**config.mk**
```make
export PLATFORM = sky130hd
export DESIGN_NAME = imem_fetch_sequencer
export DESIGN_NICKNAME = d
export VERILOG_FILES = /design/src/rtl/imem_fetch_sequencer.sv
export SDC_FILE = /design/constraint.sdc
export NUM_CORES = 1
export LEC_CHECK = 0
export CORE_MARGIN = 2
export CORE_UTILIZATION = 48
export CTS_BUF_LIST = sky130_fd_sc_hd__clkbuf_2 sky130_fd_sc_hd__clkbuf_4 sky130_fd_sc_hd__clkbuf_8
export DETAILED_ROUTE_END_ITERATION = 16
export PLACE_DENSITY_LB_ADDON = 0.12
export SYNTH_ARGS = -nofsm -noshare
export SYNTH_HDL_FRONTEND = slang
export SYNTH_SLANG_ARGS = --single-unit
```
**constraint.sdc**
```tcl
create_clock -name clk -period 4.7 [get_ports clk]
set_input_delay 0.705 -clock clk [delete_from_list [all_inputs] [get_ports clk]]
set_output_delay 0.705 -clock clk [all_outputs]
set_load 0.02 [all_outputs]
```
**src/rtl/imem_fetch_sequencer.sv**
```systemverilog
// Instruction fetch sequencer: walks word indices from a start/redirect PC,
// one outstanding read at a time, presenting each word with a valid/ready handshake.
//
// state | meaning
// IDLE  | waiting for start or redirect
// REQ   | issue read at pc (or halt when pc is out of bounds)
// RESP  | read data returning this cycle
// HOLD  | instruction presented, waiting for inst_ready
// HALT  | halt word or end of memory reached, waits for redirect
module imem_fetch_sequencer #(
  parameter logic [31:0] RESET_PC  = 32'h0000_0000,
  parameter int unsigned MEM_SIZE  = 1024,
  parameter logic [31:0] HALT_WORD = 32'hDEADBEEF
) (
  input  logic        clk,
  input  logic        reset,
  input  logic        start,
  input  logic        redirect_valid,
  input  logic [31:0] redirect_pc,
  output logic        mem_rd_en,
  output logic [31:0] mem_addr,
  input  logic [31:0] mem_rdata,
  output logic        inst_valid,
  input  logic        inst_ready,
  output logic [31:0] inst_data,
  output logic [31:0] inst_pc,
  output logic        halted,
  output logic        busy,
  output logic [15:0] fetch_count
);

  localparam logic [31:0] MEM_LIMIT = 32'(MEM_SIZE);

  typedef enum logic [2:0] {
    S_IDLE,
    S_REQ,
    S_RESP,
    S_HOLD,
    S_HALT
  } state_t;

  state_t      state_q, state_d;
  logic [31:0] pc_q, pc_d;
  logic        inst_valid_q, inst_valid_d;
  logic [31:0] inst_data_q, inst_data_d;
  logic [31:0] inst_pc_q, inst_pc_d;
  logic [15:0] fetch_count_q, fetch_count_d;
  logic        mem_rd_en_q, mem_rd_en_d;
  logic        busy_q, busy_d;
  logic        halted_q, halted_d;

  always_comb begin
    state_d       = state_q;
    pc_d          = pc_q;
    inst_valid_d  = inst_valid_q;
    inst_data_d   = inst_data_q;
    inst_pc_d     = inst_pc_q;
    fetch_count_d = fetch_count_q;

    unique case (state_q)
      S_IDLE: begin
        if (start) begin
          pc_d    = RESET_PC;
          state_d = S_REQ;
        end
      end
      S_REQ: begin
        state_d = (pc_q < MEM_LIMIT) ? S_RESP : S_HALT;
      end
      S_RESP: begin
        if (mem_rdata == HALT_WORD) begin
          state_d = S_HALT;
        end else begin
          inst_data_d  = mem_rdata;
          inst_pc_d    = pc_q;
          inst_valid_d = 1'b1;
          pc_d         = pc_q + 32'd1;
          state_d      = S_HOLD;
        end
      end
      S_HOLD: begin
        if (inst_ready) begin
          inst_valid_d  = 1'b0;
          fetch_count_d = fetch_count_q + 16'd1;
          state_d       = S_REQ;
        end
      end
      S_HALT: begin
        state_d = S_HALT;
      end
      default: begin
        state_d = S_IDLE;
      end
    endcase

    // Redirect overrides everything except a handshake already completing in HOLD.
    if (redirect_valid) begin
      pc_d         = redirect_pc;
      inst_valid_d = 1'b0;
      inst_data_d  = inst_data_q;
      inst_pc_d    = inst_pc_q;
      state_d      = S_REQ;
    end

    mem_rd_en_d = (state_d == S_REQ) && (pc_d < MEM_LIMIT);
    busy_d      = (state_d == S_REQ) || (state_d == S_RESP) || (state_d == S_HOLD);
    halted_d    = (state_d == S_HALT);
  end

  always_ff @(posedge clk or posedge reset) begin
    if (reset) begin
      state_q       <= S_IDLE;
      pc_q          <= RESET_PC;
      inst_valid_q  <= 1'b0;
      inst_data_q   <= '0;
      inst_pc_q     <= '0;
      fetch_count_q <= '0;
      mem_rd_en_q   <= 1'b0;
      busy_q        <= 1'b0;
      halted_q      <= 1'b0;
    end else begin
      state_q       <= state_d;
      pc_q          <= pc_d;
      inst_valid_q  <= inst_valid_d;
      inst_data_q   <= inst_data_d;
      inst_pc_q     <= inst_pc_d;
      fetch_count_q <= fetch_count_d;
      mem_rd_en_q   <= mem_rd_en_d;
      busy_q        <= busy_d;
      halted_q      <= halted_d;
    end
  end

  assign mem_rd_en   = mem_rd_en_q;
  assign mem_addr    = pc_q;
  assign inst_valid  = inst_valid_q;
  assign inst_data   = inst_data_q;
  assign inst_pc     = inst_pc_q;
  assign halted      = halted_q;
  assign busy        = busy_q;
  assign fetch_count = fetch_count_q;

endmodule
```
Yosys cells after proc, flatten, opt, wreduce, memory -nomap -nowiden
Cells that the tools add are included.
{ "totals": {"word_cells": 48, "register_bits": 119, "out_inout_bits": 116, "inputBits": 69} }
{ "op_classes": {"n_mux": 14, "n_lt_le_gt_ge": 2, "reduce_logical": 8, "n_bitwise": 2, "eq_ne": 11, "addsub": 2} }
{ "op_table": {"columns": ["op", "count"], "rows": [
  ["2-to-1 mux 32 bit", 3],
  ["less-than comparator 32 x 11 -> 1 bit (second input constant)", 2],
  ["case mux 32 bit (2 select lines)", 1],
  ["adder 32 x 1 -> 32 bit (second input constant)", 1],
  ["== test 32 bit (second input constant)", 1],
  ["adder 16 x 1 -> 16 bit (second input constant)", 1],
  ["2-to-1 mux 3 bit", 5],
  ["case mux 3 bit (5 select lines)", 1],
  ["== test 3 x 2 -> 1 bit (second input constant)", 4],
  ["== test 3 x 1 -> 1 bit (second input constant)", 2],
  ["== test 3 bit (second input constant)", 2],
  ["inequality test 3 bit (second input constant)", 2],
  ["AND reduction 3 bit", 2],
  ["logical NOT 3 bit", 1],
  ["2-to-1 mux 1 bit", 3],
  ["nonzero test 3 bit", 1],
  ["logical OR 1 bit", 2],
  ["inverter 1 bit", 2],
  ["case mux 1 bit (2 select lines)", 1],
  ["AND reduction 2 bit", 1],
  ["logical AND 1 bit", 1]
]} }

Logic depth before layout (Yosys ltp)
{ "depth": {"ltp_word": 7, "ltp_mapped": 10, "ltp_nobuf": 9} }

Least setup slack after synthesis
OpenSTA, ideal clock, no wires.
{ "synth_timing": {"path_type": "input -> register", "from": "input mem_rdata[4]", "to": "register mem_rd_en_q, in the netlist mem_rd_en", "required_ns": 4.604, "stages": 9, "slack_ns": 1.468, "path_buffers": 1, "arrival_ns": 3.136, "cell_sequence": "nand4b_1 -> nor4_4 -> buf_2 -> nand2_1 -> a41oi_1 -> nor4b_1 -> nand3b_1 -> or4b_2 -> nor4_2"} }
{ "synth_via": {"elab_chain_cells": 6, "word_cells_on_any_way": 10} }
{ "synth_rtl": {"columns": ["item", "line", "source"], "rows": [
  ["start: declaration", "22", "input logic [31:0] mem_rdata,"],
  ["== test 32 bit *", "71", "if (mem_rdata == HALT_WORD) begin"],
  ["2-to-1 mux 32 bit or 2-to-1 mux 3 bit (tied branches)", "71", null],
  ["case mux 32 bit (2 select lines) or case mux 3 bit (5 select lines) (tied branches)", "60", "unique case (state_q)"],
  ["2-to-1 mux 32 bit or 2-to-1 mux 3 bit (tied branches)", "97", "if (redirect_valid) begin"],
  ["less-than comparator 32 x 11 -> 1 bit or == test 3 x 1 -> 1 bit (tied branches)", "105", "mem_rd_en_d = (state_d == S_REQ) && (pc_d < MEM_LIMIT);"],
  ["logical AND 1 bit *", "105", null],
  ["named net mem_rd_en_d", "48", "logic mem_rd_en_q, mem_rd_en_d;"],
  ["end signal: assignment", "128", "mem_rd_en_q <= mem_rd_en_d;"],
  ["end: declaration", "48", null]
]} }
Mark *: on every way through the listed nets, which the timed path passes. The rest lies on a longest branch.
A chain may end at the register's enable or synchronous reset.

Final worst setup path
{ "layout_timing": {"from": "input mem_rdata[15]", "to": "register mem_rd_en_q, in the netlist mem_rd_en"} }
{ "layout_via": {"elab_chain_cells": 6, "word_cells_on_any_way": 10} }
{ "layout_rtl": {"columns": ["item", "line", "source"], "rows": [
  ["== test 32 bit", "71", null],
  ["2-to-1 mux 32 bit", "71", null],
  ["case mux 32 bit (2 select lines)", "60", null],
  ["2-to-1 mux 32 bit", "97", null],
  ["named net pc_d[14]", "43", "logic [31:0] pc_q, pc_d;"],
  ["less-than comparator 32 x 11 -> 1 bit", "105", null],
  ["logical AND 1 bit", "105", null],
  ["named net mem_rd_en_d", "48", null]
]} }
The timed path passes the listed nets, and every way through them passes these cells.

==> run summary <==
cell internal pwr: 1.77 mW
Die Span Y: 114 µm
post-route ant nets: 0
Hold Fails Final Rpt: 0
Crit path max-delay family: simple AND/OR/NAND/NOR gates
Async SR Flop Fraction: 100%
Critical Path Start Type: input port
FMAX: 0.260 GHz
Setup Total Neg Slack: 0 ns
Pwr Density: 292 mW/mm²
Final Skew: 0.00895 ns
hold crit path type: register to register
routed via count: 5647
total track usage: 28.3%
cts hold-fix bufs: 0
Initial DRC Count: 382
endpoints failing setup: 0
WP data required: 5.04 ns
nets: 902
Worst-path clk slew: 0.07 ns
switching share of total power: 26.4%
PortBufs: 184
initial core utilization: 48.8%
area share of the largest cell type after synthesis: 51.0%
period utilisation layout: 81.8%
Mapped Avg Cell Area: 8.92 µm²
Post-Route WL: 18200 µm
flops & latches, synth: 119
Clock Tree Buf Depth: 2
Crit Path Max Fanout: 13
CP Buf/Inv Count: 1
sequential power share: 47.1%
I/O pin total: 185
Sink Count: 119
share of cells above drive strength 1: 6.89%
crit-path max cell delay: 0.84 ns
Slew Viols, Final: 0
slowest stage cell, crit path: nor4_4
drt wl/cell: 18.4 µm
Synth cell types: 66
DIE WIDTH: 114 µm
total core area: 0.0120 mm²
Clock Tree Root: clkbuf_8
R2R setup slack: 1.37 ns
crit path cell chain: clkdlybuf4s50_1 -> nand4b_1 -> nor4_4 -> a2111oi_0 -> o21bai_1 -> nor4b_1 -> nand3b_1 -> or4b_2 -> nor4_2
RD Place Congestion: 0.921
FILL cells: 975
run status: finished, final reports clean
leak pwr: 3.68 nW
DRC Markers: 0
Max-Cap Viols: 0
initial antenna violation count: 0
cts bufs inserted: 17
ys flop type: dfrtp_1
Warnings, synthesis: 0
Clock Latency Late Sink: 0.43 ns
global-route wire length before repair: 28700 µm
measured slew at the worst slew-check pin: 1.10 ns
syn nets: 725
Post-synth EDFFs: 0
biggest area consumer among synthesized cells: dfrtp_1
die area: 0.0131 mm²
sequential fraction of the synthesis area: 51.0%
clock share of power: 39.9%
Peak VDD IR: 0.000200 V
cts repair resizes: 0
Psw: 0.635 mW
area of the multi-input gates: 0.00267 mm²
RSZ-0062 raised after global routing: false
Synth Instances: 654
grt ovf: 0
WS Path Type: input port to register
critical path arrival: 4.18 ns
diode count: 0
vias in the first global route: 5635
crit path time final: 3.84 ns
Post-Syn Area: 0.00584 mm²
critical path capture point type: register
fin util: 68.8%
Site Rows: 40
Rel. slew slack: 26.3%
DP Wirelength: 13300 µm
CTS tree: done
level count of the clock H-tree: 4
register area: 0.00298 mm²
post-CTS setup buffer count: 0
Logic pwr share: 13.0%
Pre-antenna DRT Iters: 6
area delta synth->final: 40.9%
largest net degree at the start of global routing: 68
top cells by area, synth: dfrtp_1 51%, nand2_1 15%, xnor2_1 2.3%, nand3_1 2.0%, nand4_1 1.6%
via/cell ratio: 5.71
[registers in the layout (all words and copies together), names as in the netlist]
name and cells:
inst_data 32, inst_pc 32, mem_addr 32, fetch_count 16, state_q 3, busy 1
halted 1, inst_valid 1, mem_rd_en 1
[synthesized netlist by cell type (7+ instances only)]
cell      count
a21oi_1      13
and3_1        9
nor2_1       23
dfrtp_1     119
clkbuf_1     24
o211ai_1      7
a221o_1       8
o21ai_0      11
nor3_1        8
inv_1        12
nand3_1      23
nand2_1     236
o21ai_1      11
nand4_1      15
xnor2_1      15
and2_1        8
[kinds of logic (layout without fill, tap and decap cells)]
| family | after synthesis | in the layout | synth area share (%) |
|---|---|---|---|
| AND/OR/NAND/NOR | 364 | 364 | 29.4 |
| flip-flops | 119 | 119 | 51.0 |
| AO/OA/AOI/OAI | 94 | 94 | 11.9 |
| buffers and inverters | 50 | 238 | 3.47 |
| XOR/XNOR | 21 | 21 | 3.15 |
| multiplexers | 4 | 4 | 0.707 |
| adder cells (fa/ha/maj) | 2 | 2 | 0.429 |
[power by group through the flow]
stage | Sequential, mW | Combinational [mW] | Clock [mW]
floorplan | 1.15 | 0.128 | 0
global placement | 1.15 | 0.308 | 0
detailed placement | 1.15 | 0.310 | 0
CTS | 1.13 | 0.312 | 0.974
global route | 1.14 | 0.334 | 1.02
finish | 1.13 | 0.313 | 0.961
[layer usage]
layer | vias to the layer above | routed length, µm | global-route usage (%)
met5 | - | 0 | 0
met4 | 0 | 338 | 10.7
met3 | 24 | 1410 | 6.83
met2 | 285 | 8560 | 45.3
met1 | 2719 | 7940 | 37.6
li1 | 2619 | - | -
[layout make-up]
class                      count  share of cell area, %
multi-input combinational    485                   32.5
timing repair buffer         195                   23.5
sequential                   119                   36.2
tap                          147                   2.24
inverter                      13                  0.624
clock buffer                  22                   3.45
clock inverter                 8                   1.51
[metrics by stage]
stage	instance area [µm²]	hold slack (ns)	total power, mW	cells	setup WS [ns]
global placement	7820	0.458	1.45	959	0.556
CTS	8230	0.476	2.42	989	0.933
finish	8230	0.469	2.41	989	0.856
detailed placement	7820	0.463	1.46	959	0.475
floorplan	5840	0.582	1.27	654	0.838
global route	8230	0.489	2.49	989	0.761
[placed cells by master (no fill, tap or decap), types with 4 or more instances in the layout]
cell             count
dfrtp_1            119
inv_1               11
o21ai_0             11
o311ai_1             5
clkdlybuf4s50_1    183
nand4_1             15
and2_1               8
a221o_1              8
or2_1                4
buf_4               10
a211oi_1             4
nor4_1               6
nor2_1              22
nand3_1             23
xor2_1               6
xnor2_1             15
a21oi_1             13
and3_1               9
nand4b_1             4
clkbuf_8            19
a22oi_1              4
nor3_1               8
a41oi_1              4
a2111oi_0            4
nand2_1            235
o21ai_1             11
o211ai_1             7
[worst paths after layout]
check | startpoint | endpoint | cells after the start
max | mem_rdata[15] | mem_rd_en | 9
min | fetch_count[15] | fetch_count[15] | 1
max reg2reg | mem_addr[0] | mem_rd_en | 9
min reg2reg | fetch_count[15] | fetch_count[15] | 1
max in group asynchronous | reset | mem_addr[8] | 3
min in group asynchronous | reset | fetch_count[15] | 2
[worst register-to-register path: stages (launching register included)]
cell       delay (ns)
dfrtp_1          0.45
ha_1             0.31
and4_4           0.29
nand4_4          0.14
a2111oi_4        0.56
mux2i_1          0.13
or2_1            0.26
or4b_1           0.48
or4_1            0.43
nor4_2           0.21
Note: power is estimated with default switching activity, not from simulation.
